$ cat src/rtl/bm_stmt_compare_arbiter.sv
// Two-requester round-robin arbiter in front of one registered padded-compare unit.
// Each grant latches a/b, evaluates for one cycle, then strobes done for the winner.
module bm_stmt_compare_arbiter #(
  parameter int BITS  = 4,
  parameter int CNT_W = 8
) (
  input  logic             clock,
  input  logic             reset,
  input  logic             req0,
  input  logic [BITS-1:0]  a0,
  input  logic             b0,
  input  logic             req1,
  input  logic [BITS-1:0]  a1,
  input  logic             b1,
  output logic             done0,
  output logic             done1,
  output logic             busy,
  output logic             gnt_id,
  output logic [BITS-1:0]  res_code,
  output logic             res_eq,
  output logic             res_lt,
  output logic [CNT_W-1:0] txn_count
);

  localparam logic [1:0] IDLE = 2'd0;
  localparam logic [1:0] EVAL = 2'd1;
  localparam logic [1:0] DONE = 2'd2;

  logic [1:0]      state;
  logic [BITS-1:0] op_a;
  logic            op_b;
  logic            rr_ptr;   // requester favoured on a tie
  logic            win_id;
  logic [BITS-1:0] b_ext;
  logic [BITS-1:0] code_next;

  // NOTE: combinational blocks assign every output up front so no path infers a latch.
  always_comb begin
    win_id = 1'b0;
    if (req0 && req1) win_id = rr_ptr;
    else if (req1)    win_id = 1'b1;
  end

  // Case labels are one bit narrower than a: any a with its top bit set falls
  // through to the zero default; otherwise the code is all-ones minus a.
  always_comb begin
    b_ext     = {{(BITS-1){1'b0}}, op_b};
    code_next = op_a[BITS-1] ? '0 : ~op_a;
  end

  // NOTE: sequential state uses non-blocking assignments so every register
  // samples pre-edge values regardless of statement order.
  always_ff @(posedge clock) begin
    if (reset) begin
      state     <= IDLE;
      op_a      <= '0;
      op_b      <= 1'b0;
      gnt_id    <= 1'b0;
      rr_ptr    <= 1'b0;
      res_code  <= '0;
      res_eq    <= 1'b0;
      res_lt    <= 1'b0;
      txn_count <= '0;
    end else begin
      case (state)
        IDLE: begin
          if (req0 || req1) begin
            gnt_id <= win_id;
            op_a   <= win_id ? a1 : a0;
            op_b   <= win_id ? b1 : b0;
            state  <= EVAL;
          end
        end
        EVAL: begin
          res_code <= code_next;
          res_eq   <= (op_a == b_ext);
          res_lt   <= (op_a < b_ext);
          state    <= DONE;
        end
        DONE: begin
          txn_count <= txn_count + CNT_W'(1);
          rr_ptr    <= ~gnt_id;
          state     <= IDLE;
        end
        default: state <= IDLE;
      endcase
    end
  end

  assign busy  = (state != IDLE);
  assign done0 = (state == DONE) && !gnt_id;
  assign done1 = (state == DONE) &&  gnt_id;

endmodule

$ cat config.mk
export PLATFORM = sky130hd
export DESIGN_NAME = bm_stmt_compare_arbiter
export DESIGN_NICKNAME = d
export VERILOG_FILES = /design/src/rtl/bm_stmt_compare_arbiter.sv
export SDC_FILE = /design/constraint.sdc
export NUM_CORES = 1
export LEC_CHECK = 0
export ABC_AREA = 1
export CAP_MARGIN = 20
export CORE_ASPECT_RATIO = 0.75
export CORE_MARGIN = 4
export CORE_UTILIZATION = 40
export CTS_CLUSTER_DIAMETER = 80
export DETAILED_ROUTE_END_ITERATION = 12
export PLACE_DENSITY = 0.7
export SETUP_SLACK_MARGIN = 0.3
export SYNTH_ARGS = -nofsm -noshare
export SYNTH_HDL_FRONTEND = slang
export SYNTH_SLANG_ARGS = --single-unit
$ cat constraint.sdc
create_clock -name clock -period 1.2 [get_ports clock]
set_input_delay 0.3 -clock clock [delete_from_list [all_inputs] [get_ports clock]]
set_output_delay 0.3 -clock clock [all_outputs]
set_load 0.03 [all_outputs]
==> flow_summary_export.csv, run 1 <==
group,metric,value,unit
run_status,result_of_the_run,"finished with violations",
run_status,failed_checks,"negative setup slack",
die,design.portCount,32,
place,io_buffers,31,
synthesis,synth_cell_types,20,
place,finalWeightedCongestion,0.795,
routing,dr_total_vias,1155,
timing,tightestPinTransition,365,ps
grt,grt_start_max_net_pins,14,
worst_setup_path,critPathSlowestCell,"sky130_fd_sc_hd__dfxtp_4",
synthesis,post-synth-top-area-fraction,0.434,
synthesis,mappedNetlistArea,1060,um^2
flow_run,max_cap_viols,0,
worst_setup_path,crit_path_end,"done0",
clock_tree,ctsHtreeMaxLevel,1,
synthesis,synth-edff-count,0,
worst_setup_path,worstReg2RegStart,"state[1]",
grt,via_count_of_the_first_global_routing_pass,1076,
routing,overall_routed_net_length,2940,um
timing,period_share,1.14,
synthesis,synthesis.nets,166,
clock_tree,tritoncts,"yes",
grt,grt-ovfl-total,0,
timing,period_needed,1360,ps
timing,hold_viol_final,0,
timing,fin_ws,-164,ps
worst_setup_path,rrSetupSlack,-50,ps
synthesis,synth_largest_area_cell,"sky130_fd_sc_hd__dfxtp_1",
die,rows,15,
clock_tree,clk_transition_reported_paths,130,ps
synthesis,post_synth.cell_area_avg,7.07,um^2
power_and_ir_drop,pwr_density_cell,904,nW/um^2
place,dp_hpwl,1850,um
die,die_h,52.6,um
grt,grt_first_pass_wirelength,4630,um
timing,final-max-slew-violation-count,0,
synthesis,synth_cells,150,
synthesis,synth_commonest_cells,"35 x sky130_fd_sc_hd__nor2_1, 29 x sky130_fd_sc_hd__nand2_1, 23 x sky130_fd_sc_hd__dfxtp_1, 16 x sky130_fd_sc_hd__inv_1",
die,die_width,67.4,um
synthesis,post-synth-top-count-cell,"sky130_fd_sc_hd__nor2_1",
place,place_area,1470,um^2
clock_tree,clkSinkCount,23,
worst_setup_path,crit_path_cell_trace,"inv_6, nand2_8, nor2_4, buf_6",
worst_setup_path,cp_data_required_time,900,ps
grt,antenna_found_initial,0,
synthesis,synth.yosys.warnings,0,
power_and_ir_drop,design_power_total,0.00174,W
synthesis,ys_ff_latch,23,
routing,detailedRoute.firstPassIterationCount,4,
worst_setup_path,worst-path-max-fanout,4,
grt,grt_usage,0.178,
worst_setup_path,setup.worst_path.class,"reg2out",
timing,achievable_freq,0.733,GHz
clock_tree,cts_root_buffer_type,"sky130_fd_sc_hd__clkbuf_4",
place,place_inst,214,
routing,initialDrtViolationCount,52,
routing,postRouteAntennaNets,0,
layout,drive_above_1_share,0.519,
layout,final_cell_count_no_fill,246,
worst_setup_path,worst-r2r-cell-count,8,
clock_tree,inserted_clock_buffers,3,
synthesis,synth_async_sr_flop_share,0,
die,core_region_area,2400,um^2
place,place_worst_setup_slack,-349,ps
clock_tree,clkLatencyLatePin,310,ps
timing,timing.slew.headroom,0.757,
min_path,min-delay-path-class,"reg2reg",
timing,timing.clock.skew,7.86,ps
worst_setup_path,crit_path_max_incr_delay,390,ps
layout,num-nets-final,229,
timing,setup_violations,11,
layout,diodes,0,
synthesis,sequential_area_share_after_synthesis,0.434,
routing,drt-vias-per-instance,4.70,
synthesis,dominantRegCellSynth,"sky130_fd_sc_hd__dfxtp_1",
routing,routedWlPerCell,12.0,um
worst_setup_path,reg2reg_to,"op_a[0]",
synthesis,ys_top_cells_by_area,"sky130_fd_sc_hd__dfxtp_1 43%, sky130_fd_sc_hd__nor2_1 12%, sky130_fd_sc_hd__nand2_1 10%",
die,starting_utilization_of_the_core_area,0.441,
worst_setup_path,cp.arrival,1060,ps
routing,drcViolationCount,0,
power_and_ir_drop,power.leakage,0.806,nW
die,die-area,3550,um^2
clock_tree,clockBufferDepth,2,
power_and_ir_drop,peakVddDrop,0.000583,V
worst_setup_path,critical_path.startpoint,"state[0]",
worst_setup_path,timing.critical_path.from_type,"register",
worst_setup_path,end_kind,"output pin",
layout,area.growth.synth_to_final,81.8,%
layout,layout.cell_area.non_filler,1930,um^2
timing,grt_setup_unrepaired,"yes",
-- sequential cells by signal (all words and copies together), names as in the netlist --
name / cells
txn_count: 8
op_a: 4
op_b: 1
rr_ptr: 1
res_lt: 1
gnt_id: 1
res_eq: 1
state: 2
res_code: 4
-- stage by stage --
stage	hold WS [ps]	setup TNS (ps)	util
3_5_place_dp	457	-2320	0.612
5_1_grt	506	-1510	0.802
6_report	482	-741	0.802
2_1_floorplan	369	0	-
4_1_cts	479	-451	0.738
3_3_place_gp	456	-1840	0.612
-- cell usage in the layout (no fill, tap or decap), drive strengths merged --
| master | Yosys | final |
|---|---|---|
| ha | 2 | 2 |
| o21ai | 7 | 7 |
| clkdlybuf4s50 | 0 | 11 |
| nor3 | 2 | 2 |
| nand2 | 29 | 29 |
| clkbuf | 3 | 3 |
| nand3 | 10 | 10 |
| a21oi | 10 | 10 |
| a211oi | 1 | 1 |
| dfxtp | 23 | 23 |
| clkinv | 0 | 1 |
| nand4 | 2 | 2 |
| buf | 0 | 47 |
| inv | 18 | 18 |
| dlygate4sd2 | 0 | 2 |
| a21boi | 1 | 1 |
| xor2 | 1 | 1 |
| nor2 | 41 | 42 |
-- cells by family (layout without fill, tap and decap cells) --
| group | Yosys count | count (layout) | synth area share |
|---|---|---|---|
| fa+ha+maj | 2 | 2 | 0.0236 |
| compound gates | 19 | 19 | 0.105 |
| xor+xnor | 1 | 1 | 0.00827 |
| simple gates | 84 | 85 | 0.353 |
| buf+inv | 21 | 82 | 0.0756 |
| flops | 23 | 23 | 0.434 |
-- metal layers --
metal	global-route usage	wire length, um
met3	0.0472	122
met4	0.0505	17
met1	0.219	1370
met2	0.305	1430
met5	0	0
-- power breakdown --
part	total, W	switching, W	internal, W	leakage [nW]
logic	0.000539	0.000282	0.000257	0.590
registers	0.000849	0.0000421	0.000807	0.198
clock network	0.000355	0.000230	0.000124	0.0177
-- critical path, delay by kind of cell, from the launching register on --
family                 cells  cell delay, ps
and+or+nand+nor            2             160
buffers and inverters      2             200
DFF                        1             390
-- layout make-up --
type                       instances  area (um^2)
clock buffer                       3         22.5
clock inverter                     1         5.00
fill                             180          475
inverter                          18         80.1
multi-input combinational        107          704
sequential                        23          502
tap                               34         42.5
timing repair buffer              60          571
-- what timing repair did --
action	4_1_cts	5_1_grt
endpoints found under the hold margin	0	0
gates cloned	1	0
hold buffers	0	0
buffers inserted	16	11
pin swaps	12	20
resized for setup	47	22
endpoints found under the setup margin	35	40
-- worst min path at each step --
| stage | startpoint | slack, ps | depth (start not counted) | endpoint |
|---|---|---|---|---|
| 2_1_floorplan | reset | 370 | 1 | txn_count[3] |
| 3_3_place_gp | res_code[2] | 460 | 2 | res_code[2] |
| 3_5_place_dp | res_code[0] | 460 | 2 | res_code[0] |
| 4_1_cts | res_code[0] | 480 | 2 | res_code[0] |
| 5_1_grt | res_code[1] | 510 | 2 | res_code[1] |
| 6_report | res_code[1] | 480 | 2 | res_code[1] |
Note: power is estimated with default switching activity, not from simulation.
==> run 2, diff against run 1 <==
Settings changed: CORE_MARGIN 4 to 2, PLACE_DENSITY 0.7 to 0.73.
Clock period 1.2 ns to 1.1 ns, I/O delays scaled along.
==> run 2 against run 1 <==
Effect of this change: non-clock buffer count is 3 lower; setup slack worse by 80 ps; power is 12% higher; sequential share of layout area is 0.18 points higher; global-route usage is 0.70 points higher; final cell count is 0.41% lower; clock skew is 0.99 ps higher; first-iteration DRC count stayed put; utilization is 5.2 points lower; the run still ends with negative setup slack left; wire length is 5.8% lower; clock power is 19% higher.
==> flow_summary_export.csv, run 2 (synthesized netlist as in run 1, its figures left out) <==
group,metric,value,unit
run_status,result_of_the_run,"finished with violations",
run_status,failed_checks,"negative setup slack",
power_and_ir_drop,power_frac_comb,0.307,
power_and_ir_drop,pwr_density_cell,1010,nW/um^2
timing,timing.clock.skew,8.85,ps
clock_tree,clk_transition_reported_paths,140,ps
worst_setup_path,critPathSlowestCell,"sky130_fd_sc_hd__dfxtp_4",
place,dp_hpwl,1760,um
power_and_ir_drop,power.switching_fraction,0.324,
routing,top_layer_used,"met4",
worst_setup_path,cp.arrival,1070,ps
routing,drcViolationCount,0,
layout,fillers,207,
timing,final-max-slew-violation-count,0,
clock_tree,clockBufferDepth,2,
layout,final_cell_count_no_fill,245,
layout,final_common_cell,"sky130_fd_sc_hd__nor2_1",
power_and_ir_drop,p_int,0.00131,W
worst_setup_path,crit_path_max_incr_delay,390,ps
timing,grt_setup_unrepaired,"yes",
routing,postRouteAntennaNets,0,
grt,grt_first_pass_wirelength,4530,um
power_and_ir_drop,design_power_total,0.00195,W
layout,top_reg_by_flops,"txn_count",
flow_run,max_cap_viols,0,
die,die_width,63.4,um
timing,hold_viol_final,0,
layout,largest_register_ff_count,8,
timing,period_needed,1340,ps
routing,initialDrtViolationCount,52,
worst_setup_path,worst-path-max-fanout,3,
layout,area.growth.synth_to_final,81.5,%
routing,dr_total_vias,1176,
routing,routed-wl-met3,134,um
layout,multi_input_comb_area,704,um^2
timing,setup_violations,20,
worst_setup_path,cp_data_required_time,820,ps
timing,period_share,1.22,
routing,wl_met1,1160,um
power_and_ir_drop,peakVddDrop,0.000825,V
die,die_h,48.6,um
die,starting_utilization_of_the_core_area,0.414,
layout,final_cell_mix,"28 x sky130_fd_sc_hd__nor2_1, 26 x sky130_fd_sc_hd__buf_6, 20 x sky130_fd_sc_hd__nand2_1",
grt,grt_start_max_net_pins,15,
die,core_region_area,2560,um^2
power_and_ir_drop,power.clock.fraction,0.217,
routing,overall_routed_net_length,2770,um
grt,via_count_of_the_first_global_routing_pass,1055,
timing,tightestPinTransition,324,ps
clock_tree,inserted_clock_buffers,3,
clock_tree,holdBufCountCts,0,
power_and_ir_drop,p_sw,0.000631,W
timing,timing.slew.headroom,0.784,
grt,grt_usage,0.185,
place,place_inst,219,
clock_tree,clkLatencyLatePin,330,ps
die,rows,16,
die,die-area,3080,um^2
clock_tree,ctsHtreeMaxLevel,1,
timing,achievable_freq,0.744,GHz
die,design.portCount,32,
place,finalWeightedCongestion,0.790,
layout,sequential_cell_area,504,um^2
worst_setup_path,timing.critical_path.from_type,"register",
routing,detailedRoute.firstPassIterationCount,4,
clock_tree,cts_root_buffer_type,"sky130_fd_sc_hd__clkbuf_4",
clock_tree,tritoncts,"yes",
worst_setup_path,end_kind,"output pin",
grt,grt-ovfl-total,0,
grt,antenna_found_initial,0,
clock_tree,clkSinkCount,23,
power_and_ir_drop,power.sequential.fraction,0.476,
layout,post-route-util,0.750,
min_path,min-delay-path-class,"reg2reg",
timing,fin_ws,-243,ps
routing,met2_length,1410,um
layout,largestRegisters,"txn_count (8), op_a (4), res_code (4)",
timing,finalHoldWorstSlack,489,ps
routing,routedWlPerCell,11.3,um
layout,num-nets-final,226,
layout,diodes,0,
power_and_ir_drop,power.leakage,0.806,nW
layout,drive_above_1_share,0.541,
routing,drt-vias-per-instance,4.80,
worst_setup_path,setup.worst_path.class,"reg2out",
place,io_buffers,31,
worst_setup_path,crit_path_cell_trace,"inv_4, nand2_4, nor2_4, buf_6",
run 2: timing repair:
item	in CTS	in global routing
setup endpoints to repair	41	41
pin swaps	12	15
gates cloned	1	0
resized for setup	44	31
buffers inserted	16	5
run 2: worst paths after layout:
check                 to  slack, ps      from  depth (start not counted)
max                done1       -240  state[0]                          4
min               res_lt        490    res_lt                          2
min reg2reg       res_lt        490    res_lt                          2
max reg2reg  res_code[1]       -200  state[0]                          8
run 2: area by class of cell:
type / instances / area share
Multi-Input combinational cell: 107 / 0.366
Sequential cell: 23 / 0.262
Clock inverter: 1 / 0.00325
Clock buffer: 3 / 0.0117
Tap cell: 36 / 0.0234
Inverter: 18 / 0.0403
Timing Repair Buffer: 57 / 0.293
run 2: worst max-delay path: cells and delay by family, from the launching register on:
kind,cells,cell delay (ps)
buffers and inverters,2,190
flip-flops,1,390
AND/OR/NAND/NOR,2,160
run 2: metrics by stage:
stage                     instance area, um^2  TNS (ps)  setup slack, ps
after floorplan                          1170         0              119
after global placement                   1490     -2810             -365
after detailed placement                 1490     -3140             -399
after CTS                                1780      -854             -245
after global routing                     1920     -4000             -289
final                                    1920     -2450             -243
run 2: routing by layer:
layer	up-vias	GRT usage
met5	-	0
met4	0	0.0616
met3	10	0.0488
met2	39	0.337
met1	534	0.210
li1	593	-
run 2: power by group through the flow:
stage | clock network (W) | logic (W) | registers [W]
2_1_floorplan | 0 | 0.000223 | 0.000987
5_1_grt | 0.000472 | 0.000644 | 0.000933
3_5_place_dp | 0 | 0.000408 | 0.000946
3_3_place_gp | 0 | 0.000403 | 0.000943
4_1_cts | 0.000419 | 0.000511 | 0.000925
6_report | 0.000422 | 0.000598 | 0.000926
==> run 3, diff against run 2 <==
--- a/config.mk
+++ b/config.mk
@@ -10,8 +10,8 @@
 export CORE_ASPECT_RATIO = 0.75
 export CORE_MARGIN = 2
-export CORE_UTILIZATION = 40
+export CORE_UTILIZATION = 41
 export CTS_CLUSTER_DIAMETER = 80
 export DETAILED_ROUTE_END_ITERATION = 12
-export PLACE_DENSITY = 0.73
+export PLACE_DENSITY = 0.74
 export SETUP_SLACK_MARGIN = 0.3
 export SYNTH_ARGS = -nofsm -noshare
==> constraint.sdc (replaced) <==
create_clock -name clock -period 1.1 [get_ports clock]
set_input_delay 0.11 -clock clock [delete_from_list [all_inputs] [get_ports clock]]
set_output_delay 0.11 -clock clock [all_outputs]
set_load 0.03 [all_outputs]
==> run 3 against run 2 <==
Effect of this change: critical path depth unchanged; critical path type unchanged; worst hold slack got worse by 160 ps; the flow still finishes with violations (negative setup slack); fmax increased by 12%.
==> flow_summary_export.csv, run 3 (synthesized netlist as in run 1, its figures left out) <==
group,metric,value,unit
power_and_ir_drop,power.leakage,0.774,nW
timing,grt_setup_unrepaired,"yes",
timing,tightestPinTransition,419,ps
layout,largestRegisters,"txn_count (8), op_a (4), res_code (4)",
clock_tree,ctsHtreeMaxLevel,1,
routing,drcViolationCount,0,
clock_tree,tritoncts,"yes",
die,die_width,62.7,um
layout,final_cell_count_no_fill,242,
worst_setup_path,end_kind,"output pin",
routing,overall_routed_net_length,3180,um
die,design.portCount,32,
timing,fin_ws,-94.4,ps
timing,final-max-slew-violation-count,0,
grt,grt_start_max_net_pins,14,
layout,top_reg_by_flops,"txn_count",
clock_tree,cts_root_buffer_type,"sky130_fd_sc_hd__clkbuf_4",
die,starting_utilization_of_the_core_area,0.448,
clock_tree,holdBufCountCts,0,
clock_tree,inserted_clock_buffers,3,
worst_setup_path,worst-path-max-fanout,3,
timing,hold_viol_final,0,
routing,routedWlPerCell,13.1,um
layout,area.growth.synth_to_final,77.7,%
timing,finalHoldWorstSlack,329,ps
run_status,result_of_the_run,"finished with violations",
worst_setup_path,setup.worst_path.class,"reg2out",
layout,num-nets-final,225,
clock_tree,clockBufferDepth,2,
timing,achievable_freq,0.837,GHz
grt,antenna_found_initial,0,
timing,timing.slew.headroom,0.720,
die,die-area,3010,um^2
worst_setup_path,timing.critical_path.from_type,"register",
grt,grt-ovfl-total,0,
place,io_buffers,31,
die,die_h,48.0,um
die,rows,15,
clock_tree,clk_transition_reported_paths,120,ps
clock_tree,clkSinkCount,23,
timing,period_needed,1190,ps
routing,detailedRoute.firstPassIterationCount,4,
place,finalWeightedCongestion,0.776,
layout,largest_register_ff_count,8,
routing,postRouteAntennaNets,0,
run_status,failed_checks,"negative setup slack",
grt,via_count_of_the_first_global_routing_pass,1051,
power_and_ir_drop,design_power_total,0.00193,W
clock_tree,clkLatencyLatePin,310,ps
worst_setup_path,cp_data_required_time,990,ps
timing,timing.clock.skew,3.66,ps
min_path,min-delay-path-class,"in2reg",
routing,dr_total_vias,1193,
power_and_ir_drop,pwr_density_cell,1020,nW/um^2
grt,grt_first_pass_wirelength,4510,um
routing,initialDrtViolationCount,79,
timing,setup_violations,19,
timing,period_share,1.09,
place,dp_hpwl,1770,um
place,place_worst_setup_slack,-232,ps
layout,fillers,169,
layout,final_common_cell,"sky130_fd_sc_hd__nor2_1",
die,core_region_area,2360,um^2
flow_run,max_cap_viols,0,
layout,diodes,0,
power_and_ir_drop,peakVddDrop,0.000616,V
layout,drive_above_1_share,0.519,
routing,drt-vias-per-instance,4.93,
worst_setup_path,cp.arrival,1080,ps
layout,post-route-util,0.796,
layout,final_cell_mix,"28 x sky130_fd_sc_hd__nor2_1, 21 x sky130_fd_sc_hd__buf_6, 21 x sky130_fd_sc_hd__buf_4",
grt,grt_usage,0.199,
place,place_inst,214,
## run 3: final cells by class
type | instances | area [um^2] | share of cell area
tap | 34 | 42.5 | 0.0226
clock inverter | 1 | 5.00 | 0.00266
clock buffer | 3 | 22.5 | 0.0120
timing repair buffer | 56 | 543 | 0.288
sequential | 23 | 505 | 0.268
multi-input combinational | 107 | 684 | 0.363
inverter | 18 | 80.1 | 0.0425
## run 3: per-stage QoR
step	setup TNS, ps	instance area (um^2)
floorplan	0	1130
CTS	-410	1750
finish	-818	1880
global route	-1740	1880
detailed placement	-1200	1440
global placement	-1030	1440
## run 3: metal layers
| metal | track usage | share of wire |
|---|---|---|
| met1 | 0.220 | 0.42 |
| met2 | 0.381 | 0.51 |
| met3 | 0.0612 | 0.054 |
| met4 | 0.0711 | 0.0097 |
| met5 | 0 | 0 |
## run 3: path summary, 6_finish.rpt
check,from,end,slack (ps),depth (start not counted)
worst min-delay path,req1,state[0],330,3
worst max-delay path,state[0],done1,-90,4
worst min register to register,res_eq,res_eq,480,2
worst max register to register,state[0],res_code[0],-80,7
## run 3: critical path: stages, from the launching register on
cell	delay [ps]
sky130_fd_sc_hd__dfxtp_4	390
sky130_fd_sc_hd__inv_6	80
sky130_fd_sc_hd__nand2_8	60
sky130_fd_sc_hd__nor2_4	100
sky130_fd_sc_hd__buf_6	140
## run 3: where the power goes
group / switching (W) / internal, W / leakage [nW] / total (W)
clock network: 0.000256 / 0.000136 / 0.0177 / 0.000392
logic: 0.000312 / 0.000290 / 0.558 / 0.000601
registers: 0.0000549 / 0.000879 / 0.199 / 0.000934
total: 0.000623 / 0.00130 / 0.774 / 0.00193
## run 3: timing repair
item                       in CTS  in global routing
setup buffers                  14                  9
gates resized for setup        50                 24
cloned                          1                  0
pin swaps                       7                  9
setup endpoints to repair      41                 41
